File: src/rtl/dmem_arbiter_pkg.sv
// Shared constants and types for the Yu Core data-memory arbiter.
package dmem_arbiter_pkg;

    localparam int XLEN = 32;

    localparam logic REQ_CORE   = 1'b0;
    localparam logic REQ_LOADER = 1'b1;

    typedef enum logic [1:0] {
        ST_IDLE   = 2'd0,
        ST_ACCESS = 2'd1,
        ST_RESP   = 2'd2
    } state_t;

endpackage

File: src/rtl/dmem_arbiter_if.sv
// Bundle of both requester handshakes plus the DataMem port; the slave side is the arbiter.
interface dmem_arbiter_if;

    logic                               req0_valid;
    logic                               req0_ready;
    logic                               req0_we;
    logic [dmem_arbiter_pkg::XLEN-1:0]  req0_addr;
    logic [dmem_arbiter_pkg::XLEN-1:0]  req0_wdata;
    logic                               rsp0_valid;
    logic [dmem_arbiter_pkg::XLEN-1:0]  rsp0_rdata;

    logic                               req1_valid;
    logic                               req1_ready;
    logic                               req1_we;
    logic [dmem_arbiter_pkg::XLEN-1:0]  req1_addr;
    logic [dmem_arbiter_pkg::XLEN-1:0]  req1_wdata;
    logic                               rsp1_valid;
    logic [dmem_arbiter_pkg::XLEN-1:0]  rsp1_rdata;

    logic [dmem_arbiter_pkg::XLEN-1:0]  address;
    logic [dmem_arbiter_pkg::XLEN-1:0]  writeData;
    logic                               writeEnable;
    logic                               readEnable;
    logic [dmem_arbiter_pkg::XLEN-1:0]  readData;

    modport slave (
        input  req0_valid, req0_we, req0_addr, req0_wdata,
        output req0_ready, rsp0_valid, rsp0_rdata,
        input  req1_valid, req1_we, req1_addr, req1_wdata,
        output req1_ready, rsp1_valid, rsp1_rdata,
        output address, writeData, writeEnable, readEnable,
        input  readData
    );

    modport master (
        output req0_valid, req0_we, req0_addr, req0_wdata,
        input  req0_ready, rsp0_valid, rsp0_rdata,
        output req1_valid, req1_we, req1_addr, req1_wdata,
        input  req1_ready, rsp1_valid, rsp1_rdata,
        input  address, writeData, writeEnable, readEnable,
        output readData
    );

endinterface

File: src/rtl/dmem_arbiter_rr_arbiter2.sv
// Two-way round-robin grant: a lone requester always wins, contention goes to
// whoever did not win last time.
module dmem_arbiter_rr_arbiter2
    import dmem_arbiter_pkg::*;
(
    input  logic valid0,
    input  logic valid1,
    input  logic last_grant,
    output logic grant0,
    output logic grant1
);

    assign grant0 = valid0 && (!valid1 || (last_grant == REQ_LOADER));
    assign grant1 = valid1 && (!valid0 || (last_grant == REQ_CORE));

endmodule

File: src/rtl/dmem_arbiter.sv
// Shares the DataMem port between the core and the loader: accept, one access
// cycle, one response cycle, then back to idle.
module dmem_arbiter
    import dmem_arbiter_pkg::*;
(
    input  logic          clk,
    input  logic          rst,
    dmem_arbiter_if.slave bus
);

    state_t           state;
    logic             last_grant;
    logic             lat_id;
    logic             lat_we;
    logic             grant0;
    logic             grant1;
    logic             ready0;
    logic             ready1;
    logic [XLEN-1:0]  address_q;
    logic [XLEN-1:0]  write_data_q;
    logic             write_enable_q;
    logic             read_enable_q;
    logic             rsp0_valid_q;
    logic             rsp1_valid_q;

    dmem_arbiter_rr_arbiter2 u_rr (
        .valid0     (bus.req0_valid),
        .valid1     (bus.req1_valid),
        .last_grant (last_grant),
        .grant0     (grant0),
        .grant1     (grant1)
    );

    // Ready is masked during reset so nothing can be accepted on a reset edge.
    assign ready0 = (state == ST_IDLE) && grant0 && !rst;
    assign ready1 = (state == ST_IDLE) && grant1 && !rst;

    assign bus.req0_ready  = ready0;
    assign bus.req1_ready  = ready1;
    assign bus.address     = address_q;
    assign bus.writeData   = write_data_q;
    assign bus.writeEnable = write_enable_q;
    assign bus.readEnable  = read_enable_q;

    // readData arrives in the response cycle itself, so read data is steered
    // combinationally; writes return zero.
    assign bus.rsp0_valid = rsp0_valid_q && !rst;
    assign bus.rsp1_valid = rsp1_valid_q && !rst;
    assign bus.rsp0_rdata = (rsp0_valid_q && !lat_we && !rst) ? bus.readData : '0;
    assign bus.rsp1_rdata = (rsp1_valid_q && !lat_we && !rst) ? bus.readData : '0;

    always_ff @(posedge clk) begin
        if (rst) begin
            state          <= ST_IDLE;
            last_grant     <= REQ_LOADER;
            lat_id         <= REQ_CORE;
            lat_we         <= 1'b0;
            address_q      <= '0;
            write_data_q   <= '0;
            write_enable_q <= 1'b0;
            read_enable_q  <= 1'b0;
            rsp0_valid_q   <= 1'b0;
            rsp1_valid_q   <= 1'b0;
        end else begin
            case (state)
                ST_IDLE: begin
                    if (ready0 || ready1) begin
                        lat_id         <= ready1;
                        last_grant     <= ready1;
                        lat_we         <= ready1 ? bus.req1_we : bus.req0_we;
                        address_q      <= ready1 ? bus.req1_addr : bus.req0_addr;
                        write_data_q   <= ready1 ? bus.req1_wdata : bus.req0_wdata;
                        write_enable_q <= ready1 ? bus.req1_we : bus.req0_we;
                        read_enable_q  <= ready1 ? !bus.req1_we : !bus.req0_we;
                        state          <= ST_ACCESS;
                    end
                end
                ST_ACCESS: begin
                    address_q      <= '0;
                    write_data_q   <= '0;
                    write_enable_q <= 1'b0;
                    read_enable_q  <= 1'b0;
                    rsp0_valid_q   <= (lat_id == REQ_CORE);
                    rsp1_valid_q   <= (lat_id == REQ_LOADER);
                    state          <= ST_RESP;
                end
                ST_RESP: begin
                    rsp0_valid_q <= 1'b0;
                    rsp1_valid_q <= 1'b0;
                    state        <= ST_IDLE;
                end
                default: begin
                    address_q      <= '0;
                    write_data_q   <= '0;
                    write_enable_q <= 1'b0;
                    read_enable_q  <= 1'b0;
                    rsp0_valid_q   <= 1'b0;
                    rsp1_valid_q   <= 1'b0;
                    state          <= ST_IDLE;
                end
            endcase
        end
    end

endmodule

File: src/flat_wrapper.sv
// flat-port wrapper written by rule: the top's interface ports become plain ports
module dmem_arbiter_flat import dmem_arbiter_pkg::*;
  (clk, rst, bus_req0_valid, bus_req0_we, bus_req0_addr, bus_req0_wdata, bus_req0_ready, bus_rsp0_valid, bus_rsp0_rdata, bus_req1_valid, bus_req1_we, bus_req1_addr, bus_req1_wdata, bus_req1_ready, bus_rsp1_valid, bus_rsp1_rdata, bus_address, bus_writeData, bus_writeEnable, bus_readEnable, bus_readData);
  dmem_arbiter_if bus_i ();
  input  logic clk;
  input  logic rst;
  input wire logic [$bits(bus_i.req0_valid)-1:0] bus_req0_valid;
  input wire logic [$bits(bus_i.req0_we)-1:0] bus_req0_we;
  input wire logic [$bits(bus_i.req0_addr)-1:0] bus_req0_addr;
  input wire logic [$bits(bus_i.req0_wdata)-1:0] bus_req0_wdata;
  output wire logic [$bits(bus_i.req0_ready)-1:0] bus_req0_ready;
  output wire logic [$bits(bus_i.rsp0_valid)-1:0] bus_rsp0_valid;
  output wire logic [$bits(bus_i.rsp0_rdata)-1:0] bus_rsp0_rdata;
  input wire logic [$bits(bus_i.req1_valid)-1:0] bus_req1_valid;
  input wire logic [$bits(bus_i.req1_we)-1:0] bus_req1_we;
  input wire logic [$bits(bus_i.req1_addr)-1:0] bus_req1_addr;
  input wire logic [$bits(bus_i.req1_wdata)-1:0] bus_req1_wdata;
  output wire logic [$bits(bus_i.req1_ready)-1:0] bus_req1_ready;
  output wire logic [$bits(bus_i.rsp1_valid)-1:0] bus_rsp1_valid;
  output wire logic [$bits(bus_i.rsp1_rdata)-1:0] bus_rsp1_rdata;
  output wire logic [$bits(bus_i.address)-1:0] bus_address;
  output wire logic [$bits(bus_i.writeData)-1:0] bus_writeData;
  output wire logic [$bits(bus_i.writeEnable)-1:0] bus_writeEnable;
  output wire logic [$bits(bus_i.readEnable)-1:0] bus_readEnable;
  input wire logic [$bits(bus_i.readData)-1:0] bus_readData;
  assign bus_i.req0_valid = bus_req0_valid;
  assign bus_i.req0_we = bus_req0_we;
  assign bus_i.req0_addr = bus_req0_addr;
  assign bus_i.req0_wdata = bus_req0_wdata;
  assign bus_req0_ready = bus_i.req0_ready;
  assign bus_rsp0_valid = bus_i.rsp0_valid;
  assign bus_rsp0_rdata = bus_i.rsp0_rdata;
  assign bus_i.req1_valid = bus_req1_valid;
  assign bus_i.req1_we = bus_req1_we;
  assign bus_i.req1_addr = bus_req1_addr;
  assign bus_i.req1_wdata = bus_req1_wdata;
  assign bus_req1_ready = bus_i.req1_ready;
  assign bus_rsp1_valid = bus_i.rsp1_valid;
  assign bus_rsp1_rdata = bus_i.rsp1_rdata;
  assign bus_address = bus_i.address;
  assign bus_writeData = bus_i.writeData;
  assign bus_writeEnable = bus_i.writeEnable;
  assign bus_readEnable = bus_i.readEnable;
  assign bus_i.readData = bus_readData;
  dmem_arbiter u_core (.clk(clk), .rst(rst), .bus(bus_i));
endmodule
File: config.mk
export PLATFORM = sky130hd
export DESIGN_NAME = dmem_arbiter_flat
export DESIGN_NICKNAME = d
export VERILOG_FILES = /design/src/rtl/dmem_arbiter_pkg.sv /design/src/rtl/dmem_arbiter_if.sv /design/src/rtl/dmem_arbiter_rr_arbiter2.sv /design/src/rtl/dmem_arbiter.sv /design/src/flat_wrapper.sv
export SDC_FILE = /design/constraint.sdc
export NUM_CORES = 1
export LEC_CHECK = 0
export CORE_AREA = 3 3 115 117
export CTS_BUF_LIST = sky130_fd_sc_hd__clkbuf_4 sky130_fd_sc_hd__clkbuf_8
export DETAILED_ROUTE_END_ITERATION = 7
export DIE_AREA = 0 0 118 120
export HOLD_SLACK_MARGIN = 0.02
export PLACE_DENSITY = 0.76
export SETUP_SLACK_MARGIN = 0.02
export SYNTH_ARGS = -nofsm -noshare
export SYNTH_HDL_FRONTEND = slang
export SYNTH_SLANG_ARGS = --single-unit
export TNS_END_PERCENT = 5
File: constraint.sdc
create_clock -name clk -period 1.6 [get_ports clk]
set_input_delay 0.32 -clock clk [delete_from_list [all_inputs] [get_ports clk]]
set_output_delay 0.32 -clock clk [all_outputs]
set_load 0.02 [all_outputs]
Word-level counts from Yosys, hierarchy flattened
Cells that the tools add are included.
- equal/unequal tests: 3
- multiplexer cells: 18
- bitwise logic cells: 3
- reduce and logical (&&, ||, !) cells: 24
- operators with widths (kind ; count):
    2-to-1 mux 32 bit ; 6
    case mux 32 bit (2 select lines) ; 2
    logical AND 1 bit ; 12
    case mux 1 bit (2 select lines) ; 4
    zero test 1 bit ; 6
    2-to-1 mux 1 bit ; 4
    case mux 2 bit (2 select lines) ; 1
    AND reduction 2 bit ; 2
    logical OR 1 bit ; 3
    NOT 1 bit ; 3
    == test 2 x 1 -> 1 bit, second input constant ; 1
    == test 2 bit, second input constant ; 1
    zero test 2 bit ; 1
    2-to-1 mux 2 bit ; 1
    inequality test 2 bit, second input constant ; 1
- register bits after elaboration: 73
- output and inout port bits: 134

Logic depth before layout (Yosys ltp)
Gate-level depths: netlist of run 1.
- word-level depth: 8
- mapped depth: 6

Hierarchy
A second synthesis of run 1 with hierarchy kept.
- cell total of the unflattened synthesis: 332
- area total of the unflattened synthesis: 3599.7 um2
- modules (own cells, without submodules) (module ; times used ; cells an instance ; area each (um2) ; seq. area each (um2)):
    dmem_arbiter ; 1 ; 329 ; 3580.9 ; 1461.4
    dmem_arbiter_rr_arbiter2 ; 1 ; 3 ; 18.8 ; 0.0

Least setup slack after synthesis of run 1
No wires, ideal clock.
- path kind: register to output
- from: register u_core.state[1]
- to: output port bus_req0_ready
- data arrival time: 1.428 ns
- required time: 1.280 ns
- path slack: -0.148 ns
- cell stages (with the launch flop): 4
- path buffers: 1
- path through: dfxtp_1 > buf_4 > or3b_2 > nor3_1
- cells in the longest elaborated chain, start to end: 3
- RTL lines (element ; RTL line ; source):
    from (decl) ; dmem_arbiter.sv:11 ; state_t state;
    from (signal assigned) ; dmem_arbiter.sv:54 ; state <= ST_IDLE;
    from (signal assigned) ; dmem_arbiter.sv:75 ; state <= ST_ACCESS;
    from (signal assigned) ; dmem_arbiter.sv:85 ; state <= ST_RESP;
    zero test 2 bit ; dmem_arbiter.sv:35 ; assign ready0 = (state == ST_IDLE) && grant0 && !rst;
    logical AND 1 bit (2 in a row) ; dmem_arbiter.sv:35 ;
    to (decl) ; flat_wrapper.sv:11 ; output wire logic [$bits(bus_i.req0_ready)-1:0] bus_req0_ready;
No other way between the ends.

Worst setup path in the final report of run 1
- from: register u_core.lat_we
- to: output port bus_rsp0_rdata[5]
- cells in the longest elaborated chain, start to end: 4
- RTL lines (element ; RTL line ; source):
    from (decl) ; dmem_arbiter.sv:14 ; logic lat_we;
    from (signal assigned) ; dmem_arbiter.sv:70 ; lat_we <= ready1 ? bus.req1_we : bus.req0_we;
    zero test 1 bit ; dmem_arbiter.sv:49 ; assign bus.rsp0_rdata = (rsp0_valid_q && !lat_we && !rst) ? bus.readData : '0;
    logical AND 1 bit (2 in a row) ; dmem_arbiter.sv:49 ;
    2-to-1 mux 32 bit ; dmem_arbiter.sv:49 ;
    to (decl) ; flat_wrapper.sv:13 ; output wire logic [$bits(bus_i.rsp0_rdata)-1:0] bus_rsp0_rdata;
No other way between the ends.

==> qor_table.md, run 1 <==
| Quantity | Reported | Unit |
| --- | --- | --- |
| Result of the run | complete, but fails checks | - |
| Failing checks | setup timing | - |
| Power density relative to cell area | 736 | nW/µm² |
| Combined area of all synthesized cells | 4170 | µm² |
| Actual slew at the worst max-slew pin | 0.453 | ns |
| Static leakage power | 3.14 | nW |
| Launch instance of the worst min-delay path | u_core.bus.readEnable | - |
| Grt ovf | 0 | - |
| Clock slew at the register clock pins of the worst setup and hold paths | 0.09 | ns |
| Least setup slack across all paths after layout | -0.216 | ns |
| R2r setup slk | 0.01 | ns |
| Critical path type | register to primary output | - |
| Area grow syn2layout | 90.6 | % |
| Setup-failing EPs final | 66 | - |
| Most numerous cell types in the synthesized netlist | dfxtp_1, nor3_1 | - |
| Launch instance of the worst register-to-register path | u_core.state[0] | - |
| Max VDD drop | 0.427 | mV |
| Kind of path behind the tightest hold check | register to register | - |
| Post-synthesis cell type count | 31 | - |
| Post-route cell area | 7950 | µm² |
| Most common flop cell mapped by yosys | dfxtp_1 | - |
| Final antenna-violating net count | 0 | - |
| Highest fanout seen on the critical path | 5 | - |
| Type of destination of the critical path | primary output | - |
| Average wire per standard cell | 20.1 | µm |
| Cell chosen for the clock root | clkbuf_8 | - |
| Largest area contributor in the synthesized netlist | dfxtp_1 | - |
| I/O Buffers | 299 | - |
| Number of flops mapped to enable cells by yosys | 0 | - |
| Global placement routability congestion | 0.835 | - |
| First-pass GRT wire length | 29600 | µm |
| CTS Buf Count | 9 | - |
| Filler instances | 1043 | - |
| DR vias | 5550 | - |
| Die height | 120 | µm |
| Deepest level of the CTS H-tree | 3 | - |
| Cell types with the largest area share after synthesis | dfxtp_1, a311oi_1, o211ai_1, and2_1, nor3_1 | - |
| Clock Skews | 0.0120 | ns |
| Fraction of the cycle the final worst path needs | 114 | % |
| Number of placed instances with taps included | 945 | - |
| Number of inserted diodes | 0 | - |
| Launching element type of the critical path | register | - |
| Count of yosys warnings during synthesis | 0 | - |
| Number of pins exceeding their max-slew limit in the final report | 0 | - |
| Final hold violation count | 0 | - |
| RR Endpoint | u_core.bus.address[24] | - |
| Total power draw | 5.85 | mW |
| Pin count of the biggest net entering global routing | 67 | - |
| Number of detailed-route iterations in the first pass | 5 | - |
| Worst reg-to-reg path cell count | 5 | - |
| Net count reported at finish | 958 | - |
| Unrepaired setup endpoints after global routing | true | - |
| Depth of the worst hold-timing path | 1 | - |
| Synth Register Bits | 73 | - |
| Count leader, synth | dfxtp_1 | - |
| TritonCTS sink count | 73 | - |
| Async set or reset register ratio after synthesis | 0 | % |
| Clock Latency Late Sink | 0.36 | ns |
| Count of routing violations after the opening detailed-route iteration | 683 | - |
| Worst max-slew margin expressed relative to the limit | 69.8 | % |
| Fraction of layout cells with a size suffix above 1 | 25.4 | % |
| TritonCTS clock tree | done | - |
| Achievable frequency | 551 | MHz |
| Worst EP required | 1.28 | ns |
| Area of combinational cells with multiple inputs | 2550 | µm² |
| Drt drc | 0 | - |
| Seq. cell area | 1470 | µm² |
| Boundary pin count | 300 | - |
| Worst hold path endpoint | u_core.bus.readEnable | - |
| Share of the synthesized area in the top cell type | 35.1 | % |
| Detailed Place HPWL | 13300 | µm |
| Number of antenna violations at the first check in global routing | 0 | - |
| Arrival time at the worst endpoint | 1.50 | ns |
| Count of placed standard cells in the final layout, fillers left out | 968 | - |
| Die boundary width | 118 | µm |
| Total Routing Usage GR | 25.8 | % |
| Total of hold buffers inserted after clock tree synthesis | 0 | - |
| Synthesized Nets | 671 | - |
| Row cnt | 41 | - |
| Mean area per synthesized cell | 8.26 | µm² |
| Sum of negative setup slack | -11.39 | ns |
| Via count of the first global-routing pass | 5365 | - |
| Wirelength, routed | 19500 | µm |
| Post-detailed-route via-to-cell ratio | 5.73 | - |
| Die Outline Area | 14200 | µm² |
| Sequential fraction of the synthesis area | 35.1 | % |
| Placed cell areas | 7440 | µm² |
| Initial Util | 33.4 | % |
| Clock Tree Buf Depth | 2 | - |
| Max-cap check violation count | 0 | - |
| Area of the core | 12500 | µm² |
| Count of mapped cells out of synthesis | 505 | - |
| Fin crit period | 1.82 | ns |
==> placed cells by master, fill, tap and decap left out, types with 2 or more instances in the layout <==
cell type        instances
nor3_1                  67
and2_1                  16
buf_12                   7
nand3_1                 65
buf_6                   78
dlygate4sd2_1           68
clkdlybuf4s50_1        162
dfxtp_1                 70
clkinvlp_4               2
or3b_4                   2
nor2_1                   5
buf_2                    2
o211ai_1                65
nor2b_1                  2
buf_4                   29
dfxtp_2                  2
o21ba_2                  2
inv_1                    2
and2_4                  49
clkbuf_8                 9
a311oi_2                 3
a311oi_1                62
inv_6                    2
nor2_4                   2
nor3b_4                  3
==> registers in the layout (all words and copies together), names as in the netlist <==
| signal | count |
|---|---|
| u_core.bus.address | 32 |
| u_core.bus.writeData | 32 |
| u_core.state | 2 |
| u_core.bus.readEnable | 1 |
| u_core.bus.writeEnable | 1 |
| u_core.last_grant | 1 |
| u_core.lat_id | 1 |
| u_core.lat_we | 1 |
| u_core.rsp0_valid_q | 1 |
| u_core.rsp1_valid_q | 1 |
==> how the worst max path moves through the flow <==
| stage | to | slack [ns] | start |
|---|---|---|---|
| 2_1_floorplan | bus_rsp0_rdata[0] | -0.008 | rst |
| 3_3_place_gp | bus_req1_ready | -0.97 | bus_req1_valid |
| 3_5_place_dp | bus_req1_ready | -0.93 | bus_req1_valid |
| 4_1_cts | bus_req0_ready | -0.23 | u_core.state[1] |
| 5_1_grt | bus_rsp0_rdata[12] | -0.29 | u_core.lat_we |
| 6_report | bus_rsp0_rdata[5] | -0.22 | u_core.lat_we |
==> critical path, cell delays in order (launching register included) <==
cell and delay [ns]:
dfxtp_4 0.37, nor3b_4 0.21, buf_6 0.16, buf_6 0.12, and2_4 0.16, buf_6 0.11
==> through the flow <==
step | hold slack [ns] | utilization [%] | setup slack (ns)
after floorplan | 0.452 | - | -0.00824
after global placement | 0.463 | 59.7 | -0.965
after detailed placement | 0.479 | 59.7 | -0.927
after CTS | 0.491 | 62.9 | -0.231
after global routing | 0.514 | 63.7 | -0.293
final | 0.489 | 63.7 | -0.216
==> layer usage <==
layer | vias up | GRT usage, % | part of all wire (%)
li1 | 2526 | - | -
met1 | 2630 | 29.7 | 37
met2 | 354 | 44.7 | 51
met3 | 40 | 8.25 | 9.2
met4 | 0 | 9.67 | 3.2
met5 | - | 0 | 0
==> power breakdown <==
group / internal (mW) / switching, mW / total [mW] / leakage [nW]
Sequential: 2.03 / 0.116 / 2.15 / 0.610
Clock: 0.720 / 0.760 / 1.48 / 0.0921
Combinational: 1.06 / 1.16 / 2.22 / 2.43
==> cells by family (layout without fill, tap and decap cells) <==
kind of cell    Yosys count  in the layout  share of synthesized area, %
simple gates            214            214                          28.0
mux                       1              1                         0.240
flops                    73             73                          35.1
buf+inv                  75            366                          8.73
compound gates          142            142                          27.9
==> layout make-up <==
type                       count  area share [%]
clock inverter                 6           0.850
clock buffer                   9            1.56
inverter                       3           0.142
sequential                    73            18.5
multi-input combinational    357            32.2
timing repair buffer         348            44.1
tap                          172            2.71
==> timing repair <==
action,in CTS,in global routing
resized for setup,518,36
setup buffers,3,0
pin swaps,28,36
cloned,5,0
setup endpoints to repair,201,134
(Power assumes the default switching activity.)
==> run 2, diff against run 1 <==
--- a/config.mk
+++ b/config.mk
@@ -10,8 +10,9 @@
 export DETAILED_ROUTE_END_ITERATION = 7
 export DIE_AREA = 0 0 118 120
 export HOLD_SLACK_MARGIN = 0.02
-export PLACE_DENSITY = 0.76
+export PLACE_DENSITY = 0.78
 export SETUP_SLACK_MARGIN = 0.02
+export SKIP_LAST_GASP = 1
 export SYNTH_ARGS = -nofsm -noshare
 export SYNTH_HDL_FRONTEND = slang
 export SYNTH_SLANG_ARGS = --single-unit
==> qor_table.md, run 2 (synthesis results as in run 1) <==
| Quantity | Reported | Unit |
| --- | --- | --- |
| Initial Util | 33.4 | % |
| Pin count of the biggest net entering global routing | 45 | - |
| Final hold violation count | 0 | - |
| Deepest level of the CTS H-tree | 3 | - |
| Area grow syn2layout | 88.8 | % |
| Number of pins exceeding their max-slew limit in the final report | 0 | - |
| Worst hold path endpoint | u_core.bus.readEnable | - |
| Global placement routability congestion | 0.888 | - |
| Arrival time at the worst endpoint | 1.52 | ns |
| Fraction of the cycle the final worst path needs | 115 | % |
| Area of the core | 12500 | µm² |
| Actual slew at the worst max-slew pin | 0.447 | ns |
| Setup-failing EPs final | 184 | - |
| Max VDD drop | 0.369 | mV |
| CTS Buf Count | 9 | - |
| Number of detailed-route iterations in the first pass | 5 | - |
| Fin crit period | 1.84 | ns |
| DR vias | 5533 | - |
| Die height | 120 | µm |
| Via count of the first global-routing pass | 5373 | - |
| Worst EP required | 1.28 | ns |
| Wirelength, routed | 19900 | µm |
| Launch instance of the worst min-delay path | u_core.bus.readEnable | - |
| TritonCTS clock tree | done | - |
| Fraction of layout cells with a size suffix above 1 | 21.6 | % |
| Clock Tree Buf Depth | 2 | - |
| Worst max-slew margin expressed relative to the limit | 70.2 | % |
| Post-route cell area | 7870 | µm² |
| Kind of path behind the tightest hold check | register to register | - |
| Cell chosen for the clock root | clkbuf_8 | - |
| Leading cell type in the layout, fill and taps excluded | clkdlybuf4s50_1 | - |
| TritonCTS sink count | 73 | - |
| Total Routing Usage GR | 26.0 | % |
| Drt drc | 0 | - |
| Most frequent cells in the layout | clkdlybuf4s50_1, dfxtp_1, nor3_1, o211ai_1, nand3_1 | - |
| I/O Buffers | 299 | - |
| Unrepaired setup endpoints after global routing | true | - |
| Static leakage power | 2.92 | nW |
| Clock Latency Late Sink | 0.36 | ns |
| Average wire per standard cell | 20.6 | µm |
| Grt ovf | 0 | - |
| Launching element type of the critical path | register | - |
| Filler instances | 1032 | - |
| Post-detailed-route via-to-cell ratio | 5.72 | - |
| Critical path type | register to primary output | - |
| Power density relative to cell area | 764 | nW/µm² |
| Count of routing violations after the opening detailed-route iteration | 437 | - |
| Row cnt | 41 | - |
| Achievable frequency | 543 | MHz |
| Die boundary width | 118 | µm |
| Clock slew at the register clock pins of the worst setup and hold paths | 0.08 | ns |
| Type of destination of the critical path | primary output | - |
| Highest fanout seen on the critical path | 8 | - |
| Worst reg-to-reg path cell count | 6 | - |
| Die Outline Area | 14200 | µm² |
| Least setup slack across all paths after layout | -0.243 | ns |
| Clock Skews | 0.0135 | ns |
| Number of inserted diodes | 0 | - |
| Failing checks | setup timing | - |
| Detailed Place HPWL | 13900 | µm |
| R2r setup slk | -0.14 | ns |
| First-pass GRT wire length | 29500 | µm |
| Result of the run | complete, but fails checks | - |
| Final antenna-violating net count | 0 | - |
| Depth of the worst hold-timing path | 1 | - |
| Max-cap check violation count | 0 | - |
| Boundary pin count | 300 | - |
| Number of antenna violations at the first check in global routing | 0 | - |
| RR Endpoint | u_core.bus.address[4] | - |
| Post-route core utilization | 63.1 | % |
| Launch instance of the worst register-to-register path | u_core.state[0] | - |
| Placed cell areas | 7490 | µm² |
| Net count reported at finish | 957 | - |
| Total power draw | 6.01 | mW |
## run 2: timing repair
action                                  4_1_cts  5_1_grt
pin swaps                                     4       11
buffers inserted                              3        2
cloned                                        2        4
gates resized for setup                     336       51
hold buffers                                  0        0
endpoints found under the setup margin      203      201
## run 2: power by group
part / internal, mW / total, mW / leakage [nW] / switching, mW
clock: 0.720 / 1.47 / 0.0994 / 0.752
sequential: 2.03 / 2.16 / 0.611 / 0.123
combinational: 1.20 / 2.38 / 2.21 / 1.18
## run 2: how the worst max path moves through the flow
stage / from / end / slack (ns) / cells past startpoint
2_1_floorplan: rst / bus_rsp0_rdata[0] / -0.008 / 4
3_3_place_gp: bus_req0_valid / bus_req0_ready / -0.81 / 4
3_5_place_dp: bus_req0_valid / bus_req0_ready / -0.82 / 4
4_1_cts: u_core.lat_we / bus_rsp1_rdata[30] / -0.22 / 5
5_1_grt: u_core.lat_we / bus_rsp1_rdata[26] / -0.30 / 5
6_report: u_core.lat_we / bus_rsp1_rdata[26] / -0.24 / 5
## run 2: routing by layer
| metal | part of all wire [%] | vias up | routed length [µm] | track usage [%] |
|---|---|---|---|---|
| li1 | - | 2519 | - | - |
| met1 | 36 | 2617 | 7130 | 29.3 |
| met2 | 53 | 355 | 10500 | 47.2 |
| met3 | 8.9 | 42 | 1770 | 6.17 |
| met4 | 2.6 | 0 | 527 | 10.5 |
| met5 | 0 | - | 0 | 0 |
## run 2: through the flow
| step | instances | TNS [ns] | hold slack, ns | setup WS [ns] |
|---|---|---|---|---|
| after floorplan | 505 | -0.494 | 0.452 | -0.00824 |
| after global placement | 942 | -51.44 | 0.469 | -0.814 |
| after detailed placement | 942 | -56.56 | 0.479 | -0.821 |
| after CTS | 963 | -18.92 | 0.498 | -0.222 |
| after global routing | 968 | -32.55 | 0.529 | -0.296 |
| final | 968 | -19.36 | 0.493 | -0.243 |
## run 2: worst max-delay path, cell delays in order, from the launching register on
cell	delay (ns)
dfxtp_4	0.37
nor3b_4	0.24
buf_6	0.15
clkbuf_16	0.15
and2_4	0.14
buf_6	0.11
## run 2: area by class of cell
cell class | count | area [µm²] | area share [%]
repair buffers | 347 | 3510 | 44.6
multi-input cells | 357 | 2470 | 31.4
well taps | 172 | 215 | 2.73
flip-flops and latches | 73 | 1470 | 18.7
clock buffers | 9 | 124 | 1.57
inverters | 3 | 11.3 | 0.143
clock inverters | 7 | 70.1 | 0.890
==> run 3, diff against run 2 <==
--- a/config.mk
+++ b/config.mk
@@ -10,7 +10,7 @@
 export DETAILED_ROUTE_END_ITERATION = 7
 export DIE_AREA = 0 0 118 120
 export HOLD_SLACK_MARGIN = 0.02
-export PLACE_DENSITY = 0.78
+export PLACE_DENSITY_LB_ADDON = 0.08
 export SETUP_SLACK_MARGIN = 0.02
 export SKIP_LAST_GASP = 1
 export SYNTH_ARGS = -nofsm -noshare
==> qor_table.md, run 3 (synthesis results as in run 1) <==
| Quantity | Reported | Unit |
| --- | --- | --- |
| Result of the run | complete, but fails checks | - |
| Initial Util | 33.4 | % |
| Final antenna-violating net count | 0 | - |
| Total Routing Usage GR | 26.3 | % |
| Via count of the first global-routing pass | 5325 | - |
| Clock Latency Late Sink | 0.35 | ns |
| Clock Tree Buf Depth | 2 | - |
| RR Endpoint | u_core.bus.writeData[9] | - |
| Arrival time at the worst endpoint | 1.54 | ns |
| Area of the core | 12500 | µm² |
| TritonCTS clock tree | done | - |
| R2r setup slk | -0.06 | ns |
| CP startpoint | bus_req0_valid | - |
| Clock slew at the register clock pins of the worst setup and hold paths | 0.08 | ns |
| Die height | 120 | µm |
| Failing checks | setup timing | - |
| Leading cell type in the layout, fill and taps excluded | clkdlybuf4s50_1 | - |
| DR vias | 5457 | - |
| Global placement routability congestion | 0.798 | - |
| Detailed Place HPWL | 13800 | µm |
| Type of destination of the critical path | primary output | - |
| Number of antenna violations at the first check in global routing | 0 | - |
| Wirelength, routed | 20200 | µm |
| Grt ovf | 0 | - |
| Most frequent cells in the layout | clkdlybuf4s50_1, dfxtp_1, nor3_1, o211ai_1, nand3_1 | - |
| Average wire per standard cell | 20.9 | µm |
| Highest fanout seen on the critical path | 2 | - |
| Post-detailed-route via-to-cell ratio | 5.63 | - |
| CP Capture Point | bus_req0_ready | - |
| Final hold slack | 0.508 | ns |
| Max-cap check violation count | 0 | - |
| Actual slew at the worst max-slew pin | 0.337 | ns |
| Cell chosen for the clock root | clkbuf_8 | - |
| Unrepaired setup endpoints after global routing | true | - |
| Die Outline Area | 14200 | µm² |
| Fin crit period | 1.86 | ns |
| Fraction of the cycle the final worst path needs | 116 | % |
| Number of detailed-route iterations in the first pass | 5 | - |
| I/O Buffers | 299 | - |
| Launch instance of the worst register-to-register path | u_core.state[1] | - |
| Total power draw | 6.30 | mW |
| Net count reported at finish | 958 | - |
| CTS Buf Count | 9 | - |
| Area grow syn2layout | 88.8 | % |
| Sum of negative setup slack | -15.96 | ns |
| TritonCTS sink count | 73 | - |
| First-pass GRT wire length | 29800 | µm |
| Number of pins exceeding their max-slew limit in the final report | 0 | - |
| Power density relative to cell area | 801 | nW/µm² |
| Critical path type | primary input to primary output | - |
| Fraction of layout cells with a size suffix above 1 | 19.3 | % |
| Worst max-slew margin expressed relative to the limit | 76.9 | % |
| Deepest level of the CTS H-tree | 3 | - |
| Drt drc | 0 | - |
| Number of inserted diodes | 0 | - |
| Row cnt | 41 | - |
| Clock Skews | 0.00818 | ns |
| Achievable frequency | 539 | MHz |
| Count of routing violations after the opening detailed-route iteration | 531 | - |
| Launching element type of the critical path | primary input | - |
| Pin count of the biggest net entering global routing | 50 | - |
| Worst reg-to-reg path cell count | 5 | - |
| Die boundary width | 118 | µm |
| Filler instances | 1082 | - |
| Least setup slack across all paths after layout | -0.256 | ns |
| Kind of path behind the tightest hold check | primary input to register | - |
| Worst EP required | 1.28 | ns |
| Final hold violation count | 0 | - |
| Boundary pin count | 300 | - |
| Static leakage power | 2.95 | nW |
| Setup-failing EPs final | 144 | - |
| Max VDD drop | 0.414 | mV |
-- run 3: where the power goes --
group	leakage, nW	switching (mW)	total, mW	internal, mW
clock network	0.120	0.738	1.72	0.985
registers	0.611	0.127	2.16	2.03
logic	2.22	1.18	2.42	1.23
total	2.95	2.05	6.30	4.25
-- run 3: worst min path at each step --
stage | cells after the start | to | start | slack (ns)
floorplan | 1 | u_core.rsp0_valid_q | u_core.lat_id | 0.45
global placement | 1 | u_core.bus.readEnable | u_core.bus.readEnable | 0.46
detailed placement | 1 | u_core.bus.readEnable | u_core.bus.readEnable | 0.48
CTS | 3 | u_core.bus.address[28] | rst | 0.48
global route | 3 | u_core.bus.address[27] | rst | 0.49
finish | 3 | u_core.bus.address[27] | rst | 0.51
-- run 3: worst max-delay path: stages --
cell             delay, ns
clkdlybuf4s50_1       0.49
or3b_4                0.40
nor3_2                0.16
buf_4                 0.16
-- run 3: routing by layer --
metal / vias up / global-route usage [%] / share of wire, %
met4: 0 / 9.16 / 2.3
met5: - / 0 / 0
met2: 302 / 42.2 / 48
met3: 38 / 8.91 / 10
met1: 2588 / 33.1 / 40
li1: 2529 / - / -
-- run 3: metrics by stage --
step / setup slack, ns / instances / util [%] / cell area (µm²)
final: -0.256 / 969 / 63.1 / 7870
after global routing: -0.328 / 969 / 63.1 / 7870
after CTS: -0.231 / 962 / 61.2 / 7630
after detailed placement: -0.781 / 942 / 60.3 / 7510
after global placement: -0.756 / 942 / 60.3 / 7510
after floorplan: -0.00824 / 505 / - / 4170
-- run 3: final cells by class --
class                      instances  area (µm²)  area share (%)
sequential                        73        1470            18.7
timing repair buffer             348        3520            44.7
multi-input combinational        357        2420            30.8
tap                              172         215            2.73
clock inverter                     4        73.8           0.938
inverter                           3        11.3           0.143
clock buffer                      12         159            2.02
-- run 3: what timing repair did --
| item | 4_1_cts | 5_1_grt |
|---|---|---|
| hold buffers | 0 | 0 |
| resized for setup | 302 | 25 |
| gates cloned | 2 | 5 |
| pin swaps | 4 | 2 |
| setup buffers | 2 | 2 |
| setup endpoints to repair | 200 | 198 |
==> edit 1: new RTL, settings of run 3 <==
Re-encode `state_t` (3 states) as one-hot, 3 bits wide.
--- a/src/rtl/dmem_arbiter_pkg.sv
+++ b/src/rtl/dmem_arbiter_pkg.sv
@@ -6,10 +6,10 @@
     localparam logic REQ_CORE   = 1'b0;
     localparam logic REQ_LOADER = 1'b1;
 
-    typedef enum logic [1:0] {
-        ST_IDLE   = 2'd0,
-        ST_ACCESS = 2'd1,
-        ST_RESP   = 2'd2
+    typedef enum logic [2:0] {
+        ST_IDLE   = 3'b001,
+        ST_ACCESS = 3'b010,
+        ST_RESP   = 3'b100
     } state_t;
 
 endpackage
Behaviour: no difference found for any inputs over 4 cycles, from zero or initial values and one cycle with rst high; so few cycles prove little.
==> edit 1 against run 3 <==
The run still ends with negative setup slack left; cell count is 4.7% lower; worst setup slack worse by 24 ps; clock skew is 10 ps higher; combinational power is 13% lower; wire length is 19% lower; hold slack worse by 39 ps; sequential cell count is 1 higher; area after synthesis is 1.9% higher; fmax is 1.3% lower; sequential share of layout area is 0.44 points lower; cell area is 3.4% higher; power is 8.6% lower.
==> edit 1: results (changes against run 3) <==
Routed wire per std cell: 17.7 microns (-15%)
CP peak stage delay: 330 ps (-160 ps)
CP delay by family, top: simple AND/OR/NAND/NOR gates
Violated checks: negative setup slack
# setup viols final: 198 (+38%)
Antenna Cells: 0 (unchanged)
First DRT Iteration DRCs: 195 (-63%)
FFs w/ async S/R, synth: 0% (unchanged)
Worst r2r src: u_core.state[2]
Clk buf depth: 2 (unchanged)
First-pass GRT wire length: 24800 microns (-17%)
Area contributors post-synth: dfxtp_1 35%, o31ai_2 15%, mux2i_1 13%
Routability congestion estimate: 0.826 (+3.5%)
Placed cell areas: 7730 sq um (+2.9%)
Post-synth EDFFs: 0 (unchanged)
Peak supply drop: 0.000507 V (+23%)
Mapped Nets: 602 (-10%)
Largest net degree at the start of global routing: 44 (-12%)
Worst hold start: u_core.bus.writeEnable
Clock Skew: 18.4 ps (+10.3 ps)
DPL Wire Length: 12500 microns (-9.3%)
Slew headroom: 70.4% (-6.6 points)
Max FO, Critical Path: 8 (+6)
Pre-CTS WS: -836 ps (-54.7 ps)
Worst path arrival time: 1560 ps (+20 ps)
Root Buffer: clkbuf_8
CTS H-tree depth: 3 (unchanged)
Final non-filler cell total: 923 (-4.7%)
CTS Buf Count: 9 (unchanged)
Drt first pass iters: 4 (-1)
Seq/Total Area, Yosys: 34.9% (-0.19 points)
Nets: 912 (-4.8%)
Layout cell share with drive strength beyond 1: 33.7% (+14 points)
Final worst setup slack: -281 ps (-24.4 ps)
Critical-path top delay cell: dfxtp_2
Warnings from Yosys: 0 (unchanged)
Clock transition at path regs: 70 ps
Via count: 4636 (-15%)
Synth cell count leaders: 74 x dfxtp_1, 66 x and2_1, 54 x mux2i_1, 54 x nand4_1, 50 x o31ai_2
PortBufs: 299 (unchanged)
Worst skew pair latency: 360 ps
Leakage: 0.00325 uW (+10%)
Number of cells after detailed placement: 899 (-4.6%)
Overall routing resource usage: 21.5% (-4.8 points)
Critical Path Source: u_core.rsp1_valid_q
Fillers: 1041 (-3.8%)
Hold WC Path Type: reg -> reg
Vias in the first global route: 4505 (-15%)
Netlist cell types: 32 (+3.2%)
Initial antenna violation count: 0 (unchanged)
Outcome: complete, but fails checks
Post-Synthesis Cells: 436 (-14%)
[edit 1: cell count changes in the layout (fill, tap and decap cells not counted), sizes merged, moves of 14 or more]
cell    before  now
a311oi      65    0
mux2i        1   54
nand3       65    3
nand4        0   54
nor3        68    1
o211ai      65    0
o21ai        1   15
o31ai        1   53
[edit 1: logic make-up after synthesis]
logic type,Yosys count,synth area share (%)
flip-flops,74,34.9
AND/OR/NAND/NOR,157,22.8
AO/OA/AOI/OAI,97,22.4
multiplexers,54,12.7
buffers and inverters,54,7.18
[edit 1: report_power, final]
part / switching [uW] / internal, uW
Clock: 723 / 792
Combinational: 989 / 1120
Sequential: 103 / 2030
Total: 1810 / 3950
[edit 1: what timing repair did]
item,in CTS,in global routing
setup buffers,0,2
resized for setup,216,183
pin swaps,0,11
cloned,0,6
setup endpoints to repair,200,198
[edit 1: metrics by stage]
step                TNS, ps  utilization (%)
CTS                  -29680             64.0
finish               -24220             65.3
global route         -38090             65.3
detailed placement   -89290             62.0
floorplan             -3650                -
global placement     -85480             62.0
[edit 1: path summary, 6_finish.rpt]
check	cells after the start	endpoint	slack, ps
max	5	bus_rsp1_rdata[8]	-280
max reg2reg	6	u_core.bus.writeData[0]	-90
min reg2reg	1	u_core.bus.writeEnable	470
min	1	u_core.bus.writeEnable	470
[edit 1: layer usage]
layer | global-route usage (%) | wire length, microns
met1 | 24.4 | 6350
met2 | 38.5 | 8500
met3 | 6.41 | 1190
met4 | 7.62 | 323
met5 | 0 | 0
[edit 1: layout make-up]
class                      count  area [sq um]  share of cell area [%]
sequential                    74          1480                    18.2
clock inverter                 5          61.3                   0.754
tap                          172           215                    2.65
multi-input combinational    308          2620                    32.3
inverter                       6          22.5                   0.277
clock buffer                  11           145                    1.78
timing repair buffer         347          3580                    44.0
==> edit 2: new RTL, config.mk and constraints of run 3 <==
Made on the original files. Set the package constant `XLEN` to 36 (it was 32).
--- a/src/rtl/dmem_arbiter_pkg.sv
+++ b/src/rtl/dmem_arbiter_pkg.sv
@@ -1,7 +1,7 @@
 // Shared constants and types for the Yu Core data-memory arbiter.
 package dmem_arbiter_pkg;
 
-    localparam int XLEN = 32;
+    localparam int XLEN = 36;
 
     localparam logic REQ_CORE   = 1'b0;
     localparam logic REQ_LOADER = 1'b1;
Interface: changed (9 resized); port bits go from 300 to 336. No check against the original RTL was run, so the function may have changed too.
==> edit 2 against run 3 <==
The run still ends with negative setup slack left; clock skew increased by 6.3 ps; wire length increased by 11%; cell area increased by 9.3%; sequential cell count increased by 8; worst setup slack got worse by 67 ps; synthesized cell count increased by 9.5%; area after synthesis increased by 12%; sequential power increased by 11%; power increased by 6.8%; largest cell class unchanged; highest routed layer unchanged.
==> edit 2: results (changes against run 3) <==
Worst R2R Setup Slack: -160 ps (-100 ps)
Fillers: 1003 (-7.3%)
Overall routing resource usage: 29.5% (+3.2 points)
Final worst setup slack: -323 ps (-66.5 ps)
Largest net degree at the start of global routing: 153 (+210%)
Seq/Total Area, Yosys: 34.7% (-0.33 points)
Nets: 1055 (+10%)
Vias in the first global route: 5907 (+11%)
Max FO, Critical Path: 9 (+7)
Worst skew pair latency: 370 ps (+20 ps)
Met2 Wirelength: 11300 microns (+17%)
Layout cell share with drive strength beyond 1: 23.7% (+4.4 points)
Mapped Nets: 739 (+10%)
Violated checks: negative setup slack
Routing usage on met3: 7.26% (-1.6 points)
Leakage: 0.00322 uW (+9.3%)
Netlist cell types: 33 (+6.5%)
Detail Route met3 WL: 1620 microns (-21%)
Drt first pass iters: 4 (-1)
RR Endpoint: u_core.bus.readEnable
# setup viols final: 225 (+56%)
Worst path arrival time: 1600 ps (+60 ps)
Outcome: complete, but fails checks
Critical Path Source: u_core.rsp1_valid_q
Peak supply drop: 0.000594 V (+44%)
DRT met1 WL: 8620 microns (+7.0%)
Worst r2r src: u_core.state[0]
Pre-CTS WS: -561 ps (+221 ps)
Sum Neg Setup Slack: -31000 ps (-15040 ps)
DPL Wire Length: 15900 microns (+15%)
Area contributors post-synth: dfxtp_1 35%, a311oi_1 12%, o211ai_1 12%
Hold WC Path Type: reg -> reg
WL final: 22400 microns (+11%)
Slew headroom: 57.1% (-20 points)
First DRT Iteration DRCs: 452 (-15%)
Routability congestion estimate: 0.926 (+16%)
-- edit 2: stage by stage --
stage	std cells	instance area [sq um]	hold slack, ps	util [%]
CTS	1043	8660	515	69.5
detailed placement	1023	8370	510	67.2
global route	1046	8600	526	69.0
global placement	1023	8370	482	67.2
finish	1046	8600	493	69.0
floorplan	553	4730	451	-
-- edit 2: cells by family after synthesis --
kind of cell	Yosys count	share of synthesized area (%)
buffers and inverters	82	8.92
flip-flops	81	34.7
multiplexers	3	0.670
AO/OA/AOI/OAI	154	28.2
AND/OR/NAND/NOR	233	27.5
-- edit 2: layout make-up --
cell class	count	share of cell area (%)
Clock buffer	12	1.78
Clock inverter	4	0.888
Inverter	3	0.131
Multi-Input combinational cell	390	32.0
Sequential cell	81	18.9
Tap cell	172	2.50
Timing Repair Buffer	384	43.8
-- edit 2: worst min-delay path by stage --
stage                                        end  slack, ps  cells past startpoint
after global placement       u_core.rsp0_valid_q        480                      1
after CTS                    u_core.rsp0_valid_q        510                      1
after detailed placement     u_core.rsp0_valid_q        510                      1
after floorplan              u_core.rsp0_valid_q        450                      1
after global routing      u_core.bus.address[26]        530                      3
final                        u_core.rsp0_valid_q        490                      1
-- edit 2: worst max-delay path: stages (launching register included) --
cell and delay, ps:
dfxtp_2 340, nor2b_4 150, nor2b_4 230, buf_6 140, buf_16 110, and2_1 130
buf_4 140
-- edit 2: power breakdown --
group	switching, uW	internal (uW)
clock network	789	961
registers	135	2260
logic	1290	1300
total	2210	4520
-- edit 2: timing repair --
| item | 4_1_cts | 5_1_grt |
|---|---|---|
| resized for setup | 289 | 60 |
| setup endpoints to repair | 225 | 225 |
| buffers inserted | 2 | 0 |
| pin swaps | 0 | 0 |
| cloned | 2 | 4 |
